## config.mk

```make
export PLATFORM = sky130hd
export DESIGN_NAME = stream_mux_2
export DESIGN_NICKNAME = d
export VERILOG_FILES = /design/src/rtl/stream_mux_2_pkg.sv /design/src/rtl/rr_arb_2.sv /design/src/rtl/stream_mux_2.sv
export SDC_FILE = /design/constraint.sdc
export NUM_CORES = 1
export LEC_CHECK = 0
export ABC_AREA = 1
export BUFFER_PORTS_ARGS = -buffer_cell sky130_fd_sc_hd__clkbuf_2
export CORE_MARGIN = 2
export CORE_UTILIZATION = 43
export CTS_CLUSTER_SIZE = 16
export DETAILED_ROUTE_END_ITERATION = 10
export HOLD_SLACK_MARGIN = 0.1
export PLACE_DENSITY = 0.74
export SLEW_MARGIN = 10
export SYNTH_ARGS = -nofsm -noshare
export SYNTH_HDL_FRONTEND = slang
export SYNTH_HIERARCHICAL = 1
export SYNTH_SLANG_ARGS = --single-unit
```

## constraint.sdc

```tcl
create_clock -name clk -period 1.6 [get_ports clk]
set_input_delay 0.08 -clock clk [delete_from_list [all_inputs] [get_ports clk]]
set_output_delay 0.08 -clock clk [all_outputs]
set_load 0.02 [all_outputs]
```

## src/rtl/stream_mux_2_pkg.sv

```systemverilog
// stream_mux_2_pkg: shared state encodings and source IDs for the stream mux/demux pair.
package stream_mux_2_pkg;
    localparam logic [1:0] ST_IDLE  = 2'd0;
    localparam logic [1:0] ST_LOCK0 = 2'd1;
    localparam logic [1:0] ST_LOCK1 = 2'd2;
    localparam logic SRC0 = 1'b0;
    localparam logic SRC1 = 1'b1;
endpackage

```

## src/rtl/rr_arb_2.sv

```systemverilog
// rr_arb_2: two-way round-robin arbiter with optional packet locking.
module rr_arb_2
    import stream_mux_2_pkg::*;
#(
    parameter bit LOCK_PKT = 1'b1
) (
    input  logic       clk,
    input  logic       rst_n,
    input  logic [1:0] req,
    input  logic       xfer,
    input  logic       xfer_last,
    output logic [1:0] gnt
);
    logic [1:0] state;
    logic       ptr;
    logic       src;

    // A locked owner keeps its grant even while it has nothing to send.
    always_comb
        gnt = state == ST_LOCK0 ? 2'b01 :
              state == ST_LOCK1 ? 2'b10 :
              {req[1] & (!req[0] | ptr), req[0] & (!req[1] | !ptr)};

    assign src = gnt[1];

    always_ff @(posedge clk)
        if (!rst_n) begin
            state <= ST_IDLE;
            ptr   <= SRC0;
        end else if (xfer) begin
            if (!LOCK_PKT || xfer_last) begin
                state <= ST_IDLE;
                ptr   <= !src;
            end else begin
                state <= src ? ST_LOCK1 : ST_LOCK0;
            end
        end
endmodule

```

## src/rtl/stream_mux_2.sv

```systemverilog
// stream_mux_2: 2:1 valid/ready stream merge with round-robin arbitration and a registered output.
module stream_mux_2
    import stream_mux_2_pkg::*;
#(
    parameter int WIDTH    = 8,
    parameter bit LOCK_PKT = 1'b1
) (
    input  logic             clk,
    input  logic             rst_n,
    input  logic             in0_valid,
    input  logic [WIDTH-1:0] in0_data,
    input  logic             in0_last,
    output logic             in0_ready,
    input  logic             in1_valid,
    input  logic [WIDTH-1:0] in1_data,
    input  logic             in1_last,
    output logic             in1_ready,
    output logic             out_valid,
    output logic [WIDTH-1:0] out_data,
    output logic             out_last,
    output logic             out_src,
    input  logic             out_ready
);
    logic       load;
    logic       xfer;
    logic       xfer_last;
    logic [1:0] gnt;

    assign load      = !out_valid | out_ready;
    assign in0_ready = load & gnt[0] & rst_n;
    assign in1_ready = load & gnt[1] & rst_n;
    assign xfer      = (in0_valid & in0_ready) | (in1_valid & in1_ready);
    assign xfer_last = gnt[1] ? in1_last : in0_last;

    rr_arb_2 #(.LOCK_PKT(LOCK_PKT)) u_arb (
        .clk       (clk),
        .rst_n     (rst_n),
        .req       ({in1_valid, in0_valid}),
        .xfer      (xfer),
        .xfer_last (xfer_last),
        .gnt       (gnt)
    );

    always_ff @(posedge clk)
        if (!rst_n) begin
            out_valid <= 1'b0;
            out_data  <= '0;
            out_last  <= 1'b0;
            out_src   <= SRC0;
        end else if (xfer) begin
            out_valid <= 1'b1;
            out_data  <= gnt[1] ? in1_data : in0_data;
            out_last  <= xfer_last;
            out_src   <= gnt[1] ? SRC1 : SRC0;
        end else if (out_ready) begin
            out_valid <= 1'b0;
        end
endmodule

```

After elaboration in Yosys (flattened, before gate mapping)
Cells that the tools add are included.
Storage, ports and cells
  register bits after elaboration: 14
  latch bits: 0
  memory bits (writable): 0
  ROM bits: 0
  input port bits: 23
  memories kept: 0
Cells by class
  add/sub/neg operators: 0
  multiply operators: 0
  divide/modulo/power cells: 0
  magnitude comparators: 0
  equal/unequal tests: 2
  shift-type cells: 0
  multiplexer cells: 9
  bitwise logic cells: 12
  reductions and logical operators: 7
Operators with widths (number)
  $and A1 B1 Y1: 8
  $mux W2: 4
  $mux W8: 1
  $logic_not A1 Y1: 5
  $mux W1: 4
  $or A1 B1 Y1: 4
  $eq A2 B1 Y1 const B: 1
  $eq A2 B2 Y1 const B: 1
  $reduce_and A2 Y1: 1
  $reduce_bool A2 Y1: 1

Longest topological paths before layout
  depth after elaboration: 10
  mapped depth: 13

Hierarchy
Netlist, hierarchy kept.
By module, submodules not included
  stream_mux_2: instances 1, cells an instance 109, area an instance 733.2 µm², sequential area each 220.2 µm²
  rr_arb_2: instances 1, cells an instance 28, area an instance 202.7 µm², sequential area each 60.1 µm²

Worst setup path after synthesis
No wires, ideal clock.
  path kind: flip-flop to flip-flop
  from: register u_arb.state[0]
  to: register u_arb.ptr
  setup time: 56 ps
  data arrival time: 1591 ps
  required time: 1544 ps
  slack: -47 ps
  stages on the path, launching flop included: 11
  path buffers: 1
  period minus slack after synthesis: 1647 ps
  cell sequence: dfxtp_1 > inv_1 > or2_4 > nand2_4 > inv_1 > buf_4 > o21ai_1 > nand2_1 > a21oi_1 > o21ai_1 > inv_1
On the way
  elaborated cells between the ends (all ways): 14
  those cells by class: eq/ne: 2; mux: 3; bitwise: 7; reduce/logical: 2
RTL lines
  from (decl): RTL line rr_arb_2.sv:14  | logic [1:0] state;
  from (signal assigned): RTL line rr_arb_2.sv:35  | state <= src ? ST_LOCK1 : ST_LOCK0;
  $eq A2 B2 Y1: RTL line rr_arb_2.sv:21  | state == ST_LOCK1 ? 2'b10 :
  $mux W2: RTL line rr_arb_2.sv:21
  $mux W2 (*): RTL line rr_arb_2.sv:20  | gnt = state == ST_LOCK0 ? 2'b01 :
  via gnt[1]: RTL line stream_mux_2.sv:27  | logic [1:0] gnt;
  $mux W1 (*): RTL line stream_mux_2.sv:33  | assign xfer_last = gnt[1] ? in1_last : in0_last;
  via xfer_last: RTL line stream_mux_2.sv:26  | logic xfer_last;
  $reduce_and A2 Y1 (no source line) (*)
  to (signal assigned): RTL line rr_arb_2.sv:33  | ptr <= !src;
  to (decl): RTL line rr_arb_2.sv:15  | logic ptr;
Mark *: on every way through the listed nets, which the timed path passes. The rest lies on a longest branch.
A chain may end at the register's enable or synchronous reset.

Worst setup path after layout
  from: register u_arb.state[0]
  to: register u_arb.state[1]
On the way
  cells in the longest elaborated chain, start to end: 7
  elaborated cells between the ends (all ways): 14
  those cells by class: eq/ne: 2; mux: 5; bitwise: 7
RTL lines
  $eq A2 B2 Y1: RTL line rr_arb_2.sv:21
  $mux W2: RTL line rr_arb_2.sv:21
  $mux W2 (*): RTL line rr_arb_2.sv:20
  via gnt[1]: RTL line stream_mux_2.sv:27
  $and A1 B1 Y1 (*) (2 in a row): RTL line stream_mux_2.sv:31  | assign in1_ready = load & gnt[1] & rst_n;
  $and A1 B1 Y1 (*): RTL line stream_mux_2.sv:32  | assign xfer = (in0_valid & in0_ready) | (in1_valid & in1_ready);
  $or A1 B1 Y1 (*): RTL line stream_mux_2.sv:32
  via xfer: RTL line stream_mux_2.sv:25  | logic xfer;
Marked as above.

==> results.md <==
* Worst endpoint data arrival time at 1.73 ns
* DR DRC count at 0
* Ranking of synthesized cells by area: dfxtp_1 (30%), nand3_2 (13%), nand2_1 (12%)
* Cells after synthesis at 137
* Lkg Pwr at 0.683 nW
* Pwr Density at 821 nW/um2
* Number of placement rows at 16
* Multi-input gate area at 488 um2
* Pins Over Slew Limit at 0
* CP max FO at 5
* Critical Path Start: u_arb/state[0]
* Share of layout cells above drive strength 1 at 0.466
* Most common cell in the synthesized netlist: nand2_1
* Nets at 198
* Synth top cells by count: nand2_1 (29), dfxtp_1 (14), inv_2 (13)
* Hold Startpoint: in1_data[0]
* Post-route ant nets at 0
* Synth async-reset ratio at 0
* Final setup margin at 0.0872 ns
* Initial DRC count at 9
* Crit. End Element: flop
* Die Span Y at 50.7 um
* Placed Cells at 197
* Yosys warning count at 6
* First-pass GRT wire length at 3190 um
* Crit-path cells: inv_1 > nand2_1 > nand3_2 > nand2_4 > inv_4 > nand2_1 > inv_2 > nand3_2 > nand2_2 > inv_2 > nor2_8 > nand3_1 > a21oi_1
* Worst vdd ir at 0.470 mV
* Syn avg cell area at 6.83 um2
* Final setup vio count at 0
* Mapped cell area at 936 um2
* Min cycle time layout at 1.51 ns
* Hold_ws at 0.124 ns
* Yosys cell types at 20
* Sequential fraction of the synthesis area at 0.299
* Setup TNS at 0 ns
* Area delta synth->final at 25.8%
* Final Power at 0.967 mW
* Fin crit share at 0.945
* Routed len/inst at 9.17 um
* Startpoint types: flop
* Final hold vios at 0
* Post-synth top area cell: dfxtp_1
* Maximum clock rate at 0.661 GHz
* Filler Cell Count at 190
* Routed vias/inst at 4.58
* CTS tree: done
* First drt pass iteration count at 4
* H-tree lvl count at 1
* Bufs on Longest Clock Path at 2
* DR vias at 920
* MaxCap Viol Count at 0
* Mapped Nets at 160
* DP Wirelength at 1450 um
* Total grt overflow at 0
* Initial antenna violation count at 0
* Maximum number of pins on one net before global-route repair at 21
* Reg-to-reg startpoint: u_arb/state[0]
* Post-synth EDFFs at 0
* Clock Pin Slew Worst Setup and Hold Paths at 0.09 ns
* Worst-Skew Late Latency at 0.28 ns
* Worst relative slew slack at 0.800
* Die W at 50.7 um
* Post-CTS Hold Fix Bufs at 0
* Gr usage total at 0.162
* Root cell of the clock tree: clkbuf_4
* Initial Utilization at 0.468
* Synth Register Bits at 14
* DP Worst Slack at -0.00709 ns
* Kind of critical path: flop to flop
* # diodes at 0
* I/O pin count at 36
* Clock skew at 0.00328 ns
* Slowest cell delay on critical path at 0.32 ns
* Final cell count without fillers at 201
* Status: finished, final reports clean
* # clock sinks at 14
* Vias in the first global route at 790
* CTS Buf Count at 3
* Synth top area share at 0.299
* Worst EP required at 1.82 ns
* Area of the die at 2570 um2
* Slew of the pin with the lowest slew margin at 0.300 ns
* Core area at 2000 um2
* Top FF cell, synth: dfxtp_1
* Drt total wl at 1840 um
* Seq. cell area at 280 um2
* Worst min path class: input pin to flop
* IO Port Bufs at 35
* Crit path max-delay cell type: dfxtp_1
* Gp weighted congestion at 0.824
==> layout make-up <==
type / count / share of cell area
Clock buffer: 4 / 0.0308
Inverter: 31 / 0.101
Multi-Input combinational cell: 85 / 0.414
Sequential cell: 14 / 0.238
Tap cell: 27 / 0.0287
Timing Repair Buffer: 40 / 0.187
==> layout by cell type, fill, tap and decap left out <==
| master | instances |
|---|---|
| nor2_8 | 1 |
| nor2_1 | 12 |
| o21ai_1 | 2 |
| inv_1 | 6 |
| clkbuf_4 | 3 |
| dfxtp_1 | 14 |
| nand3_1 | 2 |
| inv_4 | 1 |
| inv_2 | 14 |
| a21oi_2 | 2 |
| buf_4 | 4 |
| or2_4 | 1 |
| clkbuf_8 | 1 |
| nand3_4 | 1 |
| a21oi_1 | 11 |
| nand3_2 | 12 |
| o21ai_0 | 8 |
| clkinv_1 | 10 |
| clkbuf_2 | 35 |
| nand2_2 | 3 |
| nand2_1 | 28 |
| o21ai_2 | 1 |
| nand2_4 | 1 |
| buf_8 | 1 |
==> power by group <==
| part | internal [mW] | total (mW) | switching [mW] |
|---|---|---|---|
| logic | 0.126 | 0.312 | 0.186 |
| registers | 0.379 | 0.395 | 0.0164 |
| clock network | 0.138 | 0.259 | 0.121 |
==> worst max-delay path: cells and delay by family (launching register included) <==
family          cells  cell delay, ns
simple gates        8            0.72
flops               1            0.32
compound gates      1            0.11
buf+inv             4            0.30
==> cell families after synthesis <==
logic type      synth area share
buf+inv                    0.190
flops                      0.299
simple gates               0.378
compound gates             0.132
==> timing repair <==
item | in CTS | in global routing
pin swaps | 0 | 2
hold endpoints to repair | 0 | 0
gates resized for setup | 1 | 6
buffers inserted | 0 | 0
endpoints found under the setup margin | 2 | 13
==> stage by stage <==
step | util | cell area [um2]
after global routing | 0.588 | 1180
after detailed placement | 0.562 | 1120
after CTS | 0.580 | 1160
after floorplan | - | 940
final | 0.588 | 1180
after global placement | 0.562 | 1120
==> worst paths after layout <==
kind                                  endpoint  depth (start not counted)  slack (ns)
worst max-delay path            u_arb/state[1]                         13        0.09
worst min-delay path               out_data[0]                          5        0.12
worst max register to register  u_arb/state[1]                         13        0.09
worst min register to register  u_arb/state[0]                          2        0.49
==> per-layer routing <==
metal,up-vias,global-route usage,wire length (um)
met5,-,0,0
met4,0,0.0811,19
met3,2,0.0298,90
met2,23,0.276,953
met1,403,0.192,779
li1,492,-,-
==> flip-flops by register name, summed over array words and instances (netlist names) <==
signal / flops
out_data: 8
u_arb/ptr: 1
out_src: 1
u_arb/state: 2
out_last: 1
out_valid: 1
(Power assumes the default switching activity.)
